--- src/rtl/hamming_serial_encoder.sv ---
// Serial Hamming/SECDED encoder: K data bits in, N-bit codeword out.
// Parity is accumulated on the fly; position 0 carries overall parity.
module hamming_serial_encoder #(
  parameter int M          = 4,
  parameter bit EXT_PARITY = 1'b1
) (
  input  logic clk,
  input  logic rst_n,
  input  logic in_data,
  input  logic in_valid,
  output logic in_ready,
  output logic out_data,
  output logic out_valid,
  input  logic out_ready,
  output logic out_last,
  output logic busy
);

  localparam int N = 1 << M;
  localparam int K = N - M - 1;
  localparam logic [M-1:0] LAST_D = M'(K - 1);
  localparam logic [M-1:0] LAST_O = M'(N - 1);

  typedef enum logic [1:0] {
    S_LOAD,
    S_FINAL,
    S_SEND
  } state_t;

  state_t         r_state;
  state_t         w_next;
  logic [N-1:0]   r_cw;
  logic [M-1:0]   r_par;
  logic           r_ovl;
  logic [M-1:0]   r_didx;
  logic [M-1:0]   r_idx;
  logic [M-1:0]   w_pos;
  logic           w_load;
  logic           w_send;

  // Maps a data index to its codeword position, skipping 0 and powers of two.
  function automatic logic [M-1:0] f_pos(input logic [M-1:0] idx);
    logic [M-1:0] r;
    int           c;
    r = '0;
    c = 0;
    for (int q = 3; q < N; q++) begin
      if ((q & (q - 1)) != 0) begin
        if (c == int'(idx)) r = M'(q);
        c++;
      end
    end
    return r;
  endfunction

  assign w_pos  = f_pos(r_didx);
  assign w_load = (r_state == S_LOAD);
  assign w_send = (r_state == S_SEND);

  assign in_ready  = w_load;
  assign out_valid = w_send;
  assign out_data  = w_send & r_cw[r_idx];
  assign out_last  = w_send & (r_idx == LAST_O);
  assign busy      = ~w_load;

  // State register.
  always_ff @(posedge clk) begin
    if (!rst_n) r_state <= S_LOAD;
    else        r_state <= w_next;
  end

  // Next-state decode: load K bits, one finalise cycle, then stream N bits.
  always_comb begin
    w_next = r_state;
    unique case (r_state)
      S_LOAD:  if (in_valid && r_didx == LAST_D) w_next = S_FINAL;
      S_FINAL: w_next = S_SEND;
      S_SEND:  if (out_ready && r_idx == LAST_O) w_next = S_LOAD;
      default: w_next = S_LOAD;
    endcase
  end

  // Codeword assembly, parity accumulation and output indexing.
  always_ff @(posedge clk) begin
    if (!rst_n) begin
      r_cw   <= '0;
      r_par  <= '0;
      r_ovl  <= 1'b0;
      r_didx <= '0;
      r_idx  <= '0;
    end else begin
      unique case (r_state)
        S_LOAD: begin
          if (in_valid) begin
            r_cw[w_pos] <= in_data;
            for (int i = 0; i < M; i++)
              r_par[i] <= r_par[i] ^ (in_data & w_pos[i]);
            r_ovl  <= r_ovl ^ in_data;
            r_didx <= (r_didx == LAST_D) ? '0 : r_didx + 1'b1;
          end
        end
        S_FINAL: begin
          for (int i = 0; i < M; i++)
            r_cw[1 << i] <= r_par[i];
          r_cw[0] <= EXT_PARITY ? (^r_par ^ r_ovl) : 1'b0;
          r_idx   <= '0;
        end
        S_SEND: begin
          if (out_ready) begin
            if (r_idx == LAST_O) begin
              r_cw   <= '0;
              r_par  <= '0;
              r_ovl  <= 1'b0;
              r_didx <= '0;
              r_idx  <= '0;
            end else begin
              r_idx <= r_idx + 1'b1;
            end
          end
        end
        default: ;
      endcase
    end
  end

endmodule

--- config.mk ---
export PLATFORM = sky130hd
export DESIGN_NAME = hamming_serial_encoder
export DESIGN_NICKNAME = d
export VERILOG_FILES = /design/src/rtl/hamming_serial_encoder.sv
export SDC_FILE = /design/constraint.sdc
export NUM_CORES = 1
export LEC_CHECK = 0
export CAP_MARGIN = 10
export CORE_MARGIN = 2
export CORE_UTILIZATION = 50
export CTS_BUF_LIST = sky130_fd_sc_hd__clkbuf_8 sky130_fd_sc_hd__clkbuf_16
export DETAILED_ROUTE_END_ITERATION = 6
export PLACE_DENSITY = 0.68
export SLEW_MARGIN = 25
export SYNTH_ARGS = -nofsm -noshare
export SYNTH_HDL_FRONTEND = slang
export SYNTH_SLANG_ARGS = --single-unit
--- constraint.sdc ---
create_clock -name clk -period 5.7 [get_ports clk]
set_clock_uncertainty 0.1 [all_clocks]
set_input_delay 1.71 -clock clk [delete_from_list [all_inputs] [get_ports clk]]
set_output_delay 1.71 -clock clk [all_outputs]
set_load 0.1 [all_outputs]
* Word level (Yosys, flattened, before mapping)
Cells that the tools add are included.
** Operators by class
- Div/mod/pow operators :: 0
- Order comparisons :: 3
- $mul :: 0
- Reductions and logical operators :: 13
- Shift operators :: 0
- Mux-type cells :: 42
- Eq/ne operators :: 19
- Add/subtract/negate cells :: 2
- Bitwise gates (word level) :: 13
** Operators with widths (number)
- 4-bit 2-to-1 mux :: 14
- 16-bit 2-to-1 mux :: 3
- 4-bit == test, first input constant :: 7
- 4-bit case mux with 2 select lines :: 3
- 16-bit bitwise mux :: 1
- 7-bit case mux with 2 select lines :: 1
- 4-bit by 5-bit < comparator with 1-bit output, second input constant :: 2
- 3-bit 2-to-1 mux :: 3
- 3-bit case mux with 3 select lines :: 1
- 4-bit by 1-bit adder with 4-bit output, second input constant :: 2
- 3-bit by 4-bit == test with 1-bit output, first input constant :: 2
- 4-bit == test, second input constant :: 2
- 4-bit AND reduction :: 2
- 1-bit AND :: 6
- 2-bit 2-to-1 mux :: 3
- 2-bit by 1-bit != test with 1-bit output, second input constant :: 3
- 1-bit case mux with 3 select lines :: 2
- 2-bit case mux with 3 select lines :: 1
- 3-bit case mux with 2 select lines :: 1
- 1-bit XOR :: 6
- 1-bit 2-to-1 mux :: 5
- 1-bit binary-select mux with 4-bit select :: 1
- 1-bit demux with 4-bit select :: 1
- 2-bit by 4-bit == test with 1-bit output, first input constant :: 1
- other kinds (13) :: 19
** Word-level totals
- Memories kept :: 0
- Memory bits (writable) :: 0
- Register bits after elaboration :: 31
- Latch bits :: 0
- Output and inout port bits :: 5
- Word-level logic and storage cells :: 99
- Memory bits (read-only) :: 0

* Depth between registers and ports, before layout
- Depth after elaboration :: 19
- Gate-level depth with buffers :: 9
- Gate-level depth less buffers :: 6

* Worst setup path before layout
No wires, ideal clock.
- Path type :: reg-to-output
- From :: register r_state[0]
- To :: output port out_data
- Cell stages (with the launch flop) :: 6
- Arrival time :: 2.579 ns
- Setup slack :: 1.311 ns
- Path through :: dfxtp_1 inv_1 ha_1 buf_2 buf_1 and2_1
** Between the ends
- Cells in the longest elaborated chain, start to end :: 2
** RTL lines
- start, declared :: RTL line 30 : state_t r_state;
- start signal, assigned :: RTL line 69 : else r_state <= w_next;
- 2-bit == test :: RTL line 58 : assign w_send = (r_state == S_SEND);
- net out_valid :: RTL line 13 : output logic out_valid,
- 1-bit AND :: RTL line 62 : assign out_data = w_send & r_cw[r_idx];
- end, declared :: RTL line 12 : output logic out_data,
The timed path passes the listed nets, and every way through them passes these cells.

* Final worst setup path
- From :: register r_idx[0]
- To :: output port out_data
** Between the ends
- Cells in the longest elaborated chain, start to end :: 3
** RTL lines
- start, declared :: RTL line 36 : logic [M-1:0] r_idx;
- start signal, assigned :: RTL line 117 : r_idx <= r_idx + 1'b1;
- 1-bit binary-select mux with 4-bit select :: RTL line 62
- 1-bit 2-to-1 mux (implied by the code) :: RTL line 62
- 1-bit AND :: RTL line 62
No other way between the ends. The select of a mux whose other input is x is not followed.

==> run_results.csv <==
group,metric,value,unit
die,initial_core_util,0.522,
power,p_per_area,222,mW/mm^2
clocking,cts-root-buf,"clkbuf_8",
grt,antenna_found_initial,0,
min_path,hold_depth,2,
logic_synthesis,ys_ff_latch,31,
clocking,cts_buffers,5,
setup_path,r2r_slack,2.80,ns
die,rows,22,
detailed_routing,postRouteAntennaNets,0,
min_path,hold_end,"r_cw[7]",
logic_synthesis,syn_avg_cell_area,8.56,um^2
logic_synthesis,synth_top_area_share,0.325,
placed_design,port_buffers,9,
logic_synthesis,synthCells,223,
setup_path,crit_slowest_cell,"clkdlybuf4s50_1",
detailed_routing,drtIter0Drc,181,
logic_synthesis,seq_area_frac_synth,0.325,
setup_path,timing.rr.end,"r_cw[7]",
die,dieArea,0.00433,mm^2
power,power_frac_clock,0.418,
logic_synthesis,async_flop_share,0,
setup_path,path_cells,"mux4_1, mux4_2, and2_1, clkdlybuf4s50_1",
placed_design,hpwl,3340,um
placed_design,placed_cell_area,0.00198,mm^2
power,cellLeakagePower,0.706,nW
clocking,post_cts_buffers,0,
grt,grt_use_total,0.238,
die,io_pins,10,
sta,setup_viol,0,
grt,grt_first_pass_wirelength,7720,um
detailed_routing,drcViolationCount,0,
sta,worst_pin_slew,1.04,ns
logic_synthesis,synth_area_leader_cell,"dfxtp_1",
detailed_routing,drt_wl_total,4670,um
clocking,clock_sinks,31,
logic_synthesis,synth_ff_type,"dfxtp_1",
sta,slew_headroom,0.309,
sta,rsz0062_at_grt,"no",
clocking,hold_buffers,0,
grt,grt_max_degree,30,
power,peakVddDrop,0.000127,V
sta,maxSlewViolCount,0,
logic_synthesis,ys.warnings.count,0,
sta,tns,0,ns
placed_design,gp_congestion,0.847,
setup_path,reg2regPathDepth,6,
finish,antenna-diode-count,0,
power,power.switching,114,uW
power,seq_power_share,0.493,
clocking,cts_tree,"built",
finish,fin_nets,233,
setup_path,slowest_delay,0.96,ns
run,drv_cap,0,
power,switching_share,0.248,
sta,fin_crit_sh,0.847,
run_status,status,"complete, no violations",
sta,fmax,207,MHz
clocking,postCtsResizedCells,0,
finish,nFillCells,332,
finish,area_delta_synth_final,9.17,%
min_path,hold_class,"reg -> reg",
setup_path,critPathBufInv,1,
setup_path,worst_ep_arrival_time,3.02,ns
clocking,htree_levels,2,
detailed_routing,post_drt_via_cell_ratio,6.43,
finish,design_area,0.00208,mm^2
power,pwr-share-comb,0.089,
detailed_routing,drt-pass1-iter-count,4,
setup_path,critPathLaunchType,"register",
clocking,clock_path_buffers,2,
finish,drive_above_1_share,0.0848,
grt,grt_pass1_vias,1544,
grt,grt_overflow,0,
logic_synthesis,syn-num-nets,233,
clocking,clkSlewWorstSetupHoldPaths,0.07,ns
setup_path,end_kind,"primary output",
setup_path,path_delay_family,"multiplexers",
die,die_y,65.8,um
logic_synthesis,synth_edf_count,0,
setup_path,cp.required,3.89,ns
setup_path,timing.rr.start,"r_state[0]",
logic_synthesis,yosys.cell_count.top_type,"dfxtp_1",
logic_synthesis,netlist_top_cells_area,"dfxtp_1 33%, a21oi_1 6.8%, mux4_1 5.5%",
setup_path,path_class,"reg -> out",
detailed_routing,wl_per_cell,17.2,um
logic_synthesis,synth_common_cells,"31 x dfxtp_1, 26 x a21oi_1, 17 x o21ai_0, 16 x nand2_1, 12 x nand3_1",
logic_synthesis,synth_cell_type_count,54,
die,die_x,65.8,um
min_path,hp-start,"r_cw[7]",
setup_path,cp_max_fo,9,
power,internal-power,348,uW
logic_synthesis,syn_area,0.00191,mm^2
clocking,clock_latency,0.29,ns
sta,min_period,4.83,ns
die,coreArea,0.00366,mm^2
sta,hold_violations,0,
detailed_routing,vias,1749,
[per-stage QoR]
step	total power, mW	util	hold WS [ns]	std cells	worst slack, ns
after floorplan	0.261	-	0.330	223	1.31
after global placement	0.272	0.542	0.353	264	1.25
after detailed placement	0.273	0.542	0.367	264	1.18
after CTS	0.462	0.569	0.376	272	0.865
after global routing	0.481	0.569	0.396	272	0.783
final	0.462	0.569	0.371	272	0.872
[cell families (layout without fill, tap and decap cells)]
logic type | after synthesis | in the layout | synth area share
AND/OR/NAND/NOR | 73 | 73 | 0.210
adder cells (fa/ha/maj) | 5 | 5 | 0.0328
AO/OA/AOI/OAI | 78 | 78 | 0.269
flip-flops | 31 | 31 | 0.325
multiplexers | 7 | 7 | 0.0773
buffers and inverters | 24 | 25 | 0.0557
XOR/XNOR | 5 | 5 | 0.0301
[cells in the final DEF (no fill, tap or decap), types with 3 or more instances in the layout]
master / instances
nor2_1: 7
nand2b_1: 5
or3_1: 5
a211oi_1: 4
clkdlybuf4s50_1: 8
and2_1: 3
nand3_1: 12
inv_1: 7
nand2_1: 16
mux4_1: 4
a21oi_1: 26
ha_1: 5
o21ai_0: 17
o211ai_1: 9
clkbuf_8: 7
nor2b_1: 9
o31ai_1: 3
dfxtp_1: 31
a31oi_1: 4
nor3_1: 5
[final cells by class]
class                           instances  area (um^2)  area share
Timing Repair Buffer                   10         95.1      0.0456
Tap cell                               48         60.1      0.0288
Clock inverter                          1         3.75     0.00180
Inverter                                7         26.3      0.0126
Clock buffer                            7         96.3      0.0462
Multi-Input combinational cell        168         1180       0.567
Sequential cell                        31          621       0.298
[sequential cells by signal, indices dropped and copies added (netlist names)]
register  count
r_ovl         1
r_cw         16
r_idx         4
r_state       2
r_par         4
r_didx        4
[per-layer routing]
layer  vias up  GRT usage  part of all wire
met2        69      0.357              0.46
li1        835          -                 -
met1       833      0.318              0.44
met3        12     0.0579             0.069
met5         -          0                 0
met4         0      0.117             0.028
[worst register-to-register path, cell delays in order, from the launching register on]
cell	delay (ns)
dfxtp_1	0.34
inv_1	0.09
ha_1	0.84
and4_1	0.51
o211ai_2	0.35
nor4_1	0.40
mux2i_1	0.21
[power by group through the flow]
stage / Combinational, mW / Clock [mW] / Sequential, mW
after floorplan: 0.0320 / 0 / 0.229
after global placement: 0.0394 / 0 / 0.232
after detailed placement: 0.0405 / 0 / 0.233
after CTS: 0.0407 / 0.194 / 0.228
after global routing: 0.0448 / 0.208 / 0.228
final: 0.0411 / 0.193 / 0.228
[worst max-delay path by stage]
stage | start | endpoint | slack, ns | cells past startpoint
CTS | r_idx[0] | out_data | 0.86 | 4
finish | r_idx[0] | out_data | 0.87 | 4
global route | r_idx[0] | out_data | 0.78 | 4
detailed placement | r_idx[0] | out_data | 1.18 | 4
global placement | r_idx[0] | out_data | 1.25 | 4
floorplan | r_state[0] | out_data | 1.31 | 5
Note: power is estimated with default switching activity, not from simulation.
